===== src/rtl/ula_md_pkg.sv =====
// ============================================================================
// Module   : ula_md_pkg
// Brief    : Shared types and helpers for the RV64M multiply/divide unit.
// Revision : 1.0
// ============================================================================
`default_nettype none

package ula_md_pkg;

    localparam int MD_WIDTH = 64;

    typedef enum logic [2:0] {
        MUL    = 3'b000,
        MULH   = 3'b001,
        MULHSU = 3'b010,
        MULHU  = 3'b011,
        DIV    = 3'b100,
        DIVU   = 3'b101,
        REM    = 3'b110,
        REMU   = 3'b111
    } md_op_t;

    typedef enum logic [1:0] {
        IDLE = 2'd0,
        CALC = 2'd1,
        FIX  = 2'd2,
        FIN  = 2'd3
    } md_state_t;

    // MUL only keeps the low half, which is sign-agnostic, so it runs unsigned.
    function automatic logic op_a_signed(input md_op_t op);
        return (op == MULH) || (op == MULHSU) || (op == DIV) || (op == REM);
    endfunction

    function automatic logic op_b_signed(input md_op_t op);
        return (op == MULH) || (op == DIV) || (op == REM);
    endfunction

endpackage

`default_nettype wire


===== src/rtl/ula_mul_div_if.sv =====
// ============================================================================
// Module   : ula_mul_div_if
// Brief    : Request/response bundle between the control FSM and the M unit.
// Revision : 1.0
// ============================================================================
`default_nettype none

interface ula_mul_div_if #(
    parameter int WIDTH = 64
);
    logic             START;
    logic [2:0]       OP;
    logic [WIDTH-1:0] A;
    logic [WIDTH-1:0] B;
    logic             BUSY;
    logic             DONE;
    logic [WIDTH-1:0] RESULT;
    logic             DIV_ZERO;

    modport master (
        output START, OP, A, B,
        input  BUSY, DONE, RESULT, DIV_ZERO
    );

    modport slave (
        input  START, OP, A, B,
        output BUSY, DONE, RESULT, DIV_ZERO
    );
endinterface

`default_nettype wire


===== src/rtl/ula_md_core.sv =====
// ============================================================================
// Module   : ula_md_core
// Brief    : Unsigned one-bit-per-cycle shift-add multiplier / restoring divider.
// Revision : 1.0
// ============================================================================
`default_nettype none

module ula_md_core #(
    parameter int WIDTH = 64
) (
    input  wire logic               clk,
    input  wire logic               rst_n,
    input  wire logic               i_start,
    input  wire logic               i_run,
    input  wire logic               i_is_div,
    input  wire logic [WIDTH-1:0]   i_a,
    input  wire logic [WIDTH-1:0]   i_b,
    output logic                    o_last,
    output logic [2*WIDTH-1:0]      o_raw
);

    localparam int CW = $clog2(WIDTH);

    logic [WIDTH-1:0] r_acc;
    logic [WIDTH-1:0] r_lo;
    logic [WIDTH-1:0] r_b;
    logic [CW-1:0]    r_cnt;
    logic             r_is_div;

    logic [WIDTH:0]   w_add;
    logic [WIDTH:0]   w_shl;
    logic [WIDTH:0]   w_trial;
    logic             w_take;

    assign w_add   = {1'b0, r_acc} + (r_lo[0] ? {1'b0, r_b} : {(WIDTH+1){1'b0}});
    assign w_shl   = {r_acc, r_lo[WIDTH-1]};
    assign w_trial = w_shl - {1'b0, r_b};
    // The partial remainder stays below the divisor, so bit WIDTH is a true sign.
    assign w_take  = ~w_trial[WIDTH];

    assign o_last = (r_cnt == CW'(WIDTH-1));
    assign o_raw  = {r_acc, r_lo};

    always_ff @(posedge clk or negedge rst_n) begin
        if (!rst_n) begin
            r_acc    <= '0;
            r_lo     <= '0;
            r_b      <= '0;
            r_cnt    <= '0;
            r_is_div <= 1'b0;
        end else if (i_start) begin
            r_acc    <= '0;
            r_lo     <= i_a;
            r_b      <= i_b;
            r_cnt    <= '0;
            r_is_div <= i_is_div;
        end else if (i_run) begin
            r_cnt <= r_cnt + 1'b1;
            if (r_is_div) begin
                r_acc <= w_take ? w_trial[WIDTH-1:0] : w_shl[WIDTH-1:0];
                r_lo  <= {r_lo[WIDTH-2:0], w_take};
            end else begin
                r_acc <= w_add[WIDTH:1];
                r_lo  <= {w_add[0], r_lo[WIDTH-1:1]};
            end
        end
    end

endmodule

`default_nettype wire


===== src/rtl/ula_mul_div.sv =====
// ============================================================================
// Module   : ula_mul_div
// Brief    : RV64M multicycle multiply/divide unit: FSM, sign fix-up, result select.
// Revision : 1.0
// ============================================================================
`default_nettype none

module ula_mul_div
    import ula_md_pkg::*;
#(
    parameter int WIDTH = MD_WIDTH
) (
    input  wire logic       clk,
    input  wire logic       rst_n,
    ula_mul_div_if.slave    bus
);

    localparam logic [1:0] ST_IDLE = IDLE;
    localparam logic [1:0] ST_CALC = CALC;
    localparam logic [1:0] ST_FIX  = FIX;
    localparam logic [1:0] ST_FIN  = FIN;

    logic [1:0]       r_state;
    logic             r_busy;
    logic             r_done;
    logic             r_dz;
    logic [WIDTH-1:0] r_result;
    md_op_t           r_op;
    logic             r_a_neg;
    logic             r_b_neg;
    logic             r_b_zero;
    logic [WIDTH-1:0] r_a;

    md_op_t             w_op;
    logic               w_accept;
    logic               w_a_neg;
    logic               w_b_neg;
    logic [WIDTH-1:0]   w_a_mag;
    logic [WIDTH-1:0]   w_b_mag;
    logic               w_last;
    logic [2*WIDTH-1:0] w_raw;
    logic [2*WIDTH-1:0] w_prod_s;
    logic [WIDTH-1:0]   w_quo_s;
    logic [WIDTH-1:0]   w_rem_s;
    logic [WIDTH-1:0]   w_result;
    logic               w_dz;

    assign w_op     = md_op_t'(bus.OP);
    assign w_accept = bus.START && ((r_state == ST_IDLE) || (r_state == ST_FIN));
    assign w_a_neg  = op_a_signed(w_op) & bus.A[WIDTH-1];
    assign w_b_neg  = op_b_signed(w_op) & bus.B[WIDTH-1];
    // Negating the most-negative value wraps to 2^(WIDTH-1), the correct magnitude.
    assign w_a_mag  = w_a_neg ? -bus.A : bus.A;
    assign w_b_mag  = w_b_neg ? -bus.B : bus.B;

    ula_md_core #(
        .WIDTH (WIDTH)
    ) u_core (
        .clk      (clk),
        .rst_n    (rst_n),
        .i_start  (w_accept),
        .i_run    (r_state == ST_CALC),
        .i_is_div (bus.OP[2]),
        .i_a      (w_a_mag),
        .i_b      (w_b_mag),
        .o_last   (w_last),
        .o_raw    (w_raw)
    );

    assign w_prod_s = (r_a_neg ^ r_b_neg) ? -w_raw : w_raw;
    assign w_quo_s  = (r_a_neg ^ r_b_neg) ? -w_raw[WIDTH-1:0] : w_raw[WIDTH-1:0];
    assign w_rem_s  = r_a_neg ? -w_raw[2*WIDTH-1:WIDTH] : w_raw[2*WIDTH-1:WIDTH];
    assign w_dz     = r_op[2] & r_b_zero;

    always_comb begin
        w_result = w_prod_s[WIDTH-1:0];
        case (r_op)
            MULH, MULHSU, MULHU: w_result = w_prod_s[2*WIDTH-1:WIDTH];
            DIV, DIVU:           w_result = r_b_zero ? {WIDTH{1'b1}} : w_quo_s;
            REM, REMU:           w_result = r_b_zero ? r_a : w_rem_s;
            default:             w_result = w_prod_s[WIDTH-1:0];
        endcase
    end

    always_ff @(posedge clk or negedge rst_n) begin
        if (!rst_n) begin
            r_state  <= ST_IDLE;
            r_busy   <= 1'b0;
            r_done   <= 1'b0;
            r_dz     <= 1'b0;
            r_result <= '0;
            r_op     <= MUL;
            r_a_neg  <= 1'b0;
            r_b_neg  <= 1'b0;
            r_b_zero <= 1'b0;
            r_a      <= '0;
        end else begin
            r_done <= 1'b0;
            case (r_state)
                ST_IDLE, ST_FIN: begin
                    if (w_accept) begin
                        r_op     <= w_op;
                        r_a_neg  <= w_a_neg;
                        r_b_neg  <= w_b_neg;
                        r_b_zero <= (bus.B == '0);
                        r_a      <= bus.A;
                        r_busy   <= 1'b1;
                        r_state  <= ST_CALC;
                    end else begin
                        r_state  <= ST_IDLE;
                    end
                end
                ST_CALC: begin
                    if (w_last) begin
                        r_state <= ST_FIX;
                    end
                end
                ST_FIX: begin
                    r_result <= w_result;
                    r_dz     <= w_dz;
                    r_done   <= 1'b1;
                    r_busy   <= 1'b0;
                    r_state  <= ST_FIN;
                end
                default: r_state <= ST_IDLE;
            endcase
        end
    end

    assign bus.BUSY     = r_busy;
    assign bus.DONE     = r_done;
    assign bus.RESULT   = r_result;
    assign bus.DIV_ZERO = r_dz;

endmodule

`default_nettype wire


===== src/flat_wrapper.sv =====
// flat-port wrapper written by rule: the top's interface ports become plain ports
module ula_mul_div_flat import ula_md_pkg::*;
#(
    parameter int WIDTH = MD_WIDTH
)
  (clk, rst_n, bus_START, bus_OP, bus_A, bus_B, bus_BUSY, bus_DONE, bus_RESULT, bus_DIV_ZERO);
  ula_mul_div_if #(.WIDTH(WIDTH)) bus_i ();
  input  wire logic clk;
  input  wire logic rst_n;
  input wire logic [$bits(bus_i.START)-1:0] bus_START;
  input wire logic [$bits(bus_i.OP)-1:0] bus_OP;
  input wire logic [$bits(bus_i.A)-1:0] bus_A;
  input wire logic [$bits(bus_i.B)-1:0] bus_B;
  output wire logic [$bits(bus_i.BUSY)-1:0] bus_BUSY;
  output wire logic [$bits(bus_i.DONE)-1:0] bus_DONE;
  output wire logic [$bits(bus_i.RESULT)-1:0] bus_RESULT;
  output wire logic [$bits(bus_i.DIV_ZERO)-1:0] bus_DIV_ZERO;
  assign bus_i.START = bus_START;
  assign bus_i.OP = bus_OP;
  assign bus_i.A = bus_A;
  assign bus_i.B = bus_B;
  assign bus_BUSY = bus_i.BUSY;
  assign bus_DONE = bus_i.DONE;
  assign bus_RESULT = bus_i.RESULT;
  assign bus_DIV_ZERO = bus_i.DIV_ZERO;
  ula_mul_div #(.WIDTH(WIDTH)) u_core (.clk(clk), .rst_n(rst_n), .bus(bus_i));
endmodule

===== config.mk =====
export PLATFORM = sky130hd
export DESIGN_NAME = ula_mul_div_flat
export DESIGN_NICKNAME = d
export VERILOG_FILES = /design/src/rtl/ula_md_pkg.sv /design/src/rtl/ula_mul_div_if.sv /design/src/rtl/ula_md_core.sv /design/src/rtl/ula_mul_div.sv /design/src/flat_wrapper.sv
export SDC_FILE = /design/constraint.sdc
export NUM_CORES = 2
export LEC_CHECK = 0
export BUFFER_PORTS_ARGS = -buffer_cell sky130_fd_sc_hd__buf_2
export CAP_MARGIN = 15
export CORE_MARGIN = 5
export CORE_UTILIZATION = 25
export CTS_CLUSTER_SIZE = 20
export DETAILED_ROUTE_END_ITERATION = 16
export PLACE_DENSITY_LB_ADDON = 0.3
export SLEW_MARGIN = 20
export SYNTH_ARGS = -nofsm -noshare
export SYNTH_HDL_FRONTEND = slang
export SYNTH_HIERARCHICAL = 1
export SYNTH_SLANG_ARGS = --single-unit

===== constraint.sdc =====
create_clock -name clk -period 4.4 [get_ports clk]
set_input_delay 0.66 -clock clk [delete_from_list [all_inputs] [get_ports clk]]
set_output_delay 0.66 -clock clk [all_outputs]
set_load 0.02 [all_outputs]

==> flow_metrics.py <==
metrics = {
    "critical_path": {
        "path_cells": "ha_1 -> a21o_1 -> a211o_1 -> o22a_1 -> a2111o_1 -> a21oi_2 -> a31oi_4 -> a31oi_4 -> xor2_4 -> buf_12 -> buf_4 -> o21ai_0 -> a21oi_1 -> o21ai_0",
        "crit_slowest_cell": "a2111o_1",
        "worst_ep_arrival_time_ns": 4.66,
        "cpPeakStageDelay_ns": 0.46,
        "critPathCapture": "u_core/u_core/r_acc[15]",
        "critical_path_peak_fanout": 57,
        "cp.required_ns": 4.85,
        "crit_start": "u_core/u_core/r_acc[4]",
        "cp-end-kind": "flop",
        "r2r_slack_ns": 0.19,
        "path_class": "flop to flop",
        "reg2reg_to": "u_core/u_core/r_acc[15]",
        "ff2ff_path_depth": 14,
        "worstSetupStartpointType": "flop",
        "r2r-start": "u_core/u_core/r_acc[4]",
    },
    "clocking": {
        "cts_buffers": 45,
        "clock-root-buffer": "clkbuf_16",
        "cts_tree": "done",
        "htreeDepth": 2,
        "postCtsSetupBuffers": 0,
        "clkTransAtPathRegs_ns": 0.06,
        "clk_latency_ns": 0.61,
        "cts.sinks": 338,
        "clk_path_buf_depth": 3,
    },
    "cells_and_area": {
        "regArea_mm2": 0.00846,
        "final_cells": 6273,
        "drive_gt1_share_pct": 14.4,
        "areaGrowthSynthToFinish_pct": 16.3,
        "layout.nets": 4756,
        "fillers": 14252,
        "multiInputGateArea_mm2": 0.0230,
    },
    "sta": {
        "setup_viol": 0,
        "slew_headroom_pct": 29.0,
        "post-route-min-period_ns": 4.21,
        "worst_slew_pin_slew_ns": 1.04,
        "slew_viol_final": 0,
        "hold_viol": 0,
        "period_share_pct": 95.7,
        "fin_skew_ns": 0.0167,
        "max_freq_ghz": 0.238,
    },
    "place": {
        "dp.cells": 6192,
        "finalWeightedCongestion": 1.00,
        "hpwl_um": 117000,
        "portBuffers": 200,
    },
    "die": {
        "core-area_mm2": 0.131,
        "placementRows": 133,
        "ios": 201,
        "start_util_pct": 25.2,
        "dieArea_mm2": 0.139,
        "fp.dieW_um": 373,
        "die_h_um": 373,
    },
    "route": {
        "drc": 0,
        "avgViaCountPerCell": 5.58,
        "num_vias": 34980,
        "wl_per_cell_um": 24.5,
        "drt-total-wl_um": 154000,
        "first_iter_violations": 3875,
        "antenna_left": 0,
        "dr.pass1.iters": 6,
    },
    "global_route": {
        "busiest_layer": "met2",
        "use_met3_pct": 3.73,
        "grt_pass1_vias": 33219,
        "grt_start_max_net_pins": 106,
        "met2_usage_pct": 32.4,
        "grt-ovfl-total": 0,
        "grt_use_met1_pct": 29.0,
        "grtUsageTotal_pct": 20.9,
        "grt_pass1_wl_um": 225000,
        "antenna_found_initial": 14,
    },
    "synth": {
        "synth_cell_types": 106,
        "synthMuxAreaShare_pct": 5.01,
        "synth_top_family_by_area": "compound AO/OA/AOI/OAI gates",
        "synth-simple-area-share_pct": 23.2,
        "synthXorXnorAreaFrac_pct": 9.31,
        "async_flop_share_pct": 100,
        "syn_avg_cell_area_um2": 7.65,
        "synthesis.area_mm2": 0.0330,
        "syn_inst": 4316,
        "syn_nets": 4588,
        "ys_ff_latch": 338,
        "synthFlopType": "dfrtp_1",
        "synth_edf_count": 0,
        "yosysWarnings": 6,
        "synth_compound_area_share_pct": 26.3,
        "yosys.area_share.adder_pct": 5.27,
        "seq_area_frac_synth_pct": 25.6,
    },
    "run": {
        "drv_cap": 0,
    },
    "run_status": {
        "outcome": "complete, no violations",
    },
    "power": {
        "powerDensity_mw_per_mm2": 932,
        "power.leakage_nw": 16.0,
        "peakVddDrop_mv": 0.547,
        "p_total_w": 0.0358,
    },
    "worst_hold_path": {
        "min_path_type": "input port to async pin",
    },
}
## how the worst min path moves through the flow
| stage | end | slack, ns |
|---|---|---|
| after CTS | u_core/u_core/r_lo[15] | 0.11 |
| after detailed placement | u_core/r_a[1] | 0.49 |
| after global placement | u_core/r_a[1] | 0.48 |
| after floorplan | u_core/bus.BUSY | 0.36 |
| after global routing | u_core/u_core/r_lo[13] | 0.13 |
| final | u_core/u_core/r_lo[13] | 0.07 |
## power by group
group	total [W]	internal, W	switching (W)
Combinational	0.0250	0.00889	0.0162
Clock	0.00383	0.00227	0.00157
Sequential	0.00688	0.00466	0.00222
## sequential cells by signal, indices dropped and copies added, names as in the netlist
signal,cells
u_core/r_state,2
u_core/u_core/r_is_div,1
u_core/r_b_zero,1
u_core/bus.BUSY,1
u_core/u_core/r_lo,64
u_core/r_a_neg,1
u_core/r_op,3
u_core/u_core/r_cnt,6
u_core/u_core/r_acc,64
u_core/bus.RESULT,64
u_core/r_a,64
u_core/bus.DIV_ZERO,1
u_core/bus.DONE,1
u_core/u_core/r_b,64
u_core/r_b_neg,1
## critical path: cells and delay by family, from the launching register on
family / cells / cell delay, ns
AOI/OAI and AO/OA: 10 / 2.47
adders and majority gates: 1 / 0.36
xor gates and xnor gates: 1 / 0.20
buffers and inverters: 2 / 0.57
DFF: 1 / 0.42
## routing by layer
metal | share of wire [%] | up-vias
met3 | 8.2 | 321
met5 | 0.052 | -
li1 | - | 16130
met2 | 44 | 1686
met1 | 44 | 16829
met4 | 4.3 | 14
## synthesized netlist by cell type (17+ instances only)
master / instances / area share (%)
a211oi_1: 27 / 0.61
a21o_1: 82 / 1.9
a21oi_1: 319 / 4.8
a221oi_1: 39 / 1.0
a22oi_1: 22 / 0.50
a31oi_1: 87 / 1.6
a41oi_1: 23 / 0.61
and2_1: 94 / 1.8
and3_1: 43 / 0.81
buf_1: 23 / 0.26
buf_2: 31 / 0.47
clkbuf_1: 234 / 2.7
dfrtp_1: 338 / 26
ha_1: 136 / 5.2
inv_1: 134 / 1.5
mux2_2: 65 / 2.2
mux2i_1: 92 / 2.8
nand2_1: 502 / 5.7
nand2b_1: 33 / 0.63
nand3_1: 78 / 1.2
nand4_1: 71 / 1.3
nor2_1: 343 / 3.9
nor3_1: 111 / 1.7
nor4_1: 68 / 1.3
o211ai_1: 24 / 0.55
o21a_1: 21 / 0.48
o21ai_0: 422 / 6.4
o21ai_1: 23 / 0.35
o21bai_1: 22 / 0.50
o221ai_1: 23 / 0.61
o22ai_1: 33 / 0.63
o31ai_1: 40 / 0.91
o41ai_1: 17 / 0.45
or3_1: 42 / 0.80
or4_1: 25 / 0.57
xnor2_1: 175 / 4.6
xor2_1: 173 / 4.6
## layout by cell type, fill, tap and decap left out, drive strengths merged, types with 89 or more instances in the layout
master,count
ha,136
and2,96
dfrtp,338
xnor2,175
nor4,92
mux2i,92
a21oi,320
nor2,345
nand2,502
o21ai,445
buf,420
xor2,174
nor3,120
a31oi,89
inv,136
## what timing repair did
item,4_1_cts,5_1_grt
setup endpoints to repair,0,21
hold endpoints to repair,0,0
gates resized for setup,0,9
hold buffers,0,0
## final cells by class
type / instances / area share, %
Multi-Input combinational cell: 3543 / 59.8
Clock buffer: 65 / 3.47
Sequential cell: 338 / 22.0
Clock inverter: 12 / 0.388
Tap cell: 1755 / 5.72
Inverter: 136 / 1.35
Timing Repair Buffer: 420 / 7.16
Antenna cell: 4 / 0.0261
## cell families after synthesis
| kind of cell | after synthesis |
|---|---|
| simple gates | 1526 |
| fa+ha+maj | 138 |
| xor+xnor | 349 |
| buf+inv | 435 |
| mux | 157 |
| compound gates | 1373 |
| flops | 338 |
## per-stage QoR
step	util [%]	area [um2]	setup slack, ns	TNS [ns]	hold WS, ns
2_1_floorplan	-	33000	0.562	0	0.364
3_3_place_gp	28.1	36900	0.0856	0	0.482
3_5_place_dp	28.1	36900	0.0264	0	0.488
4_1_cts	29.2	38300	0.00263	0	0.114
5_1_grt	29.2	38400	-0.00107	-0.00107	0.135
6_report	29.2	38400	0.190	0	0.0742
(Power assumes the default switching activity.)
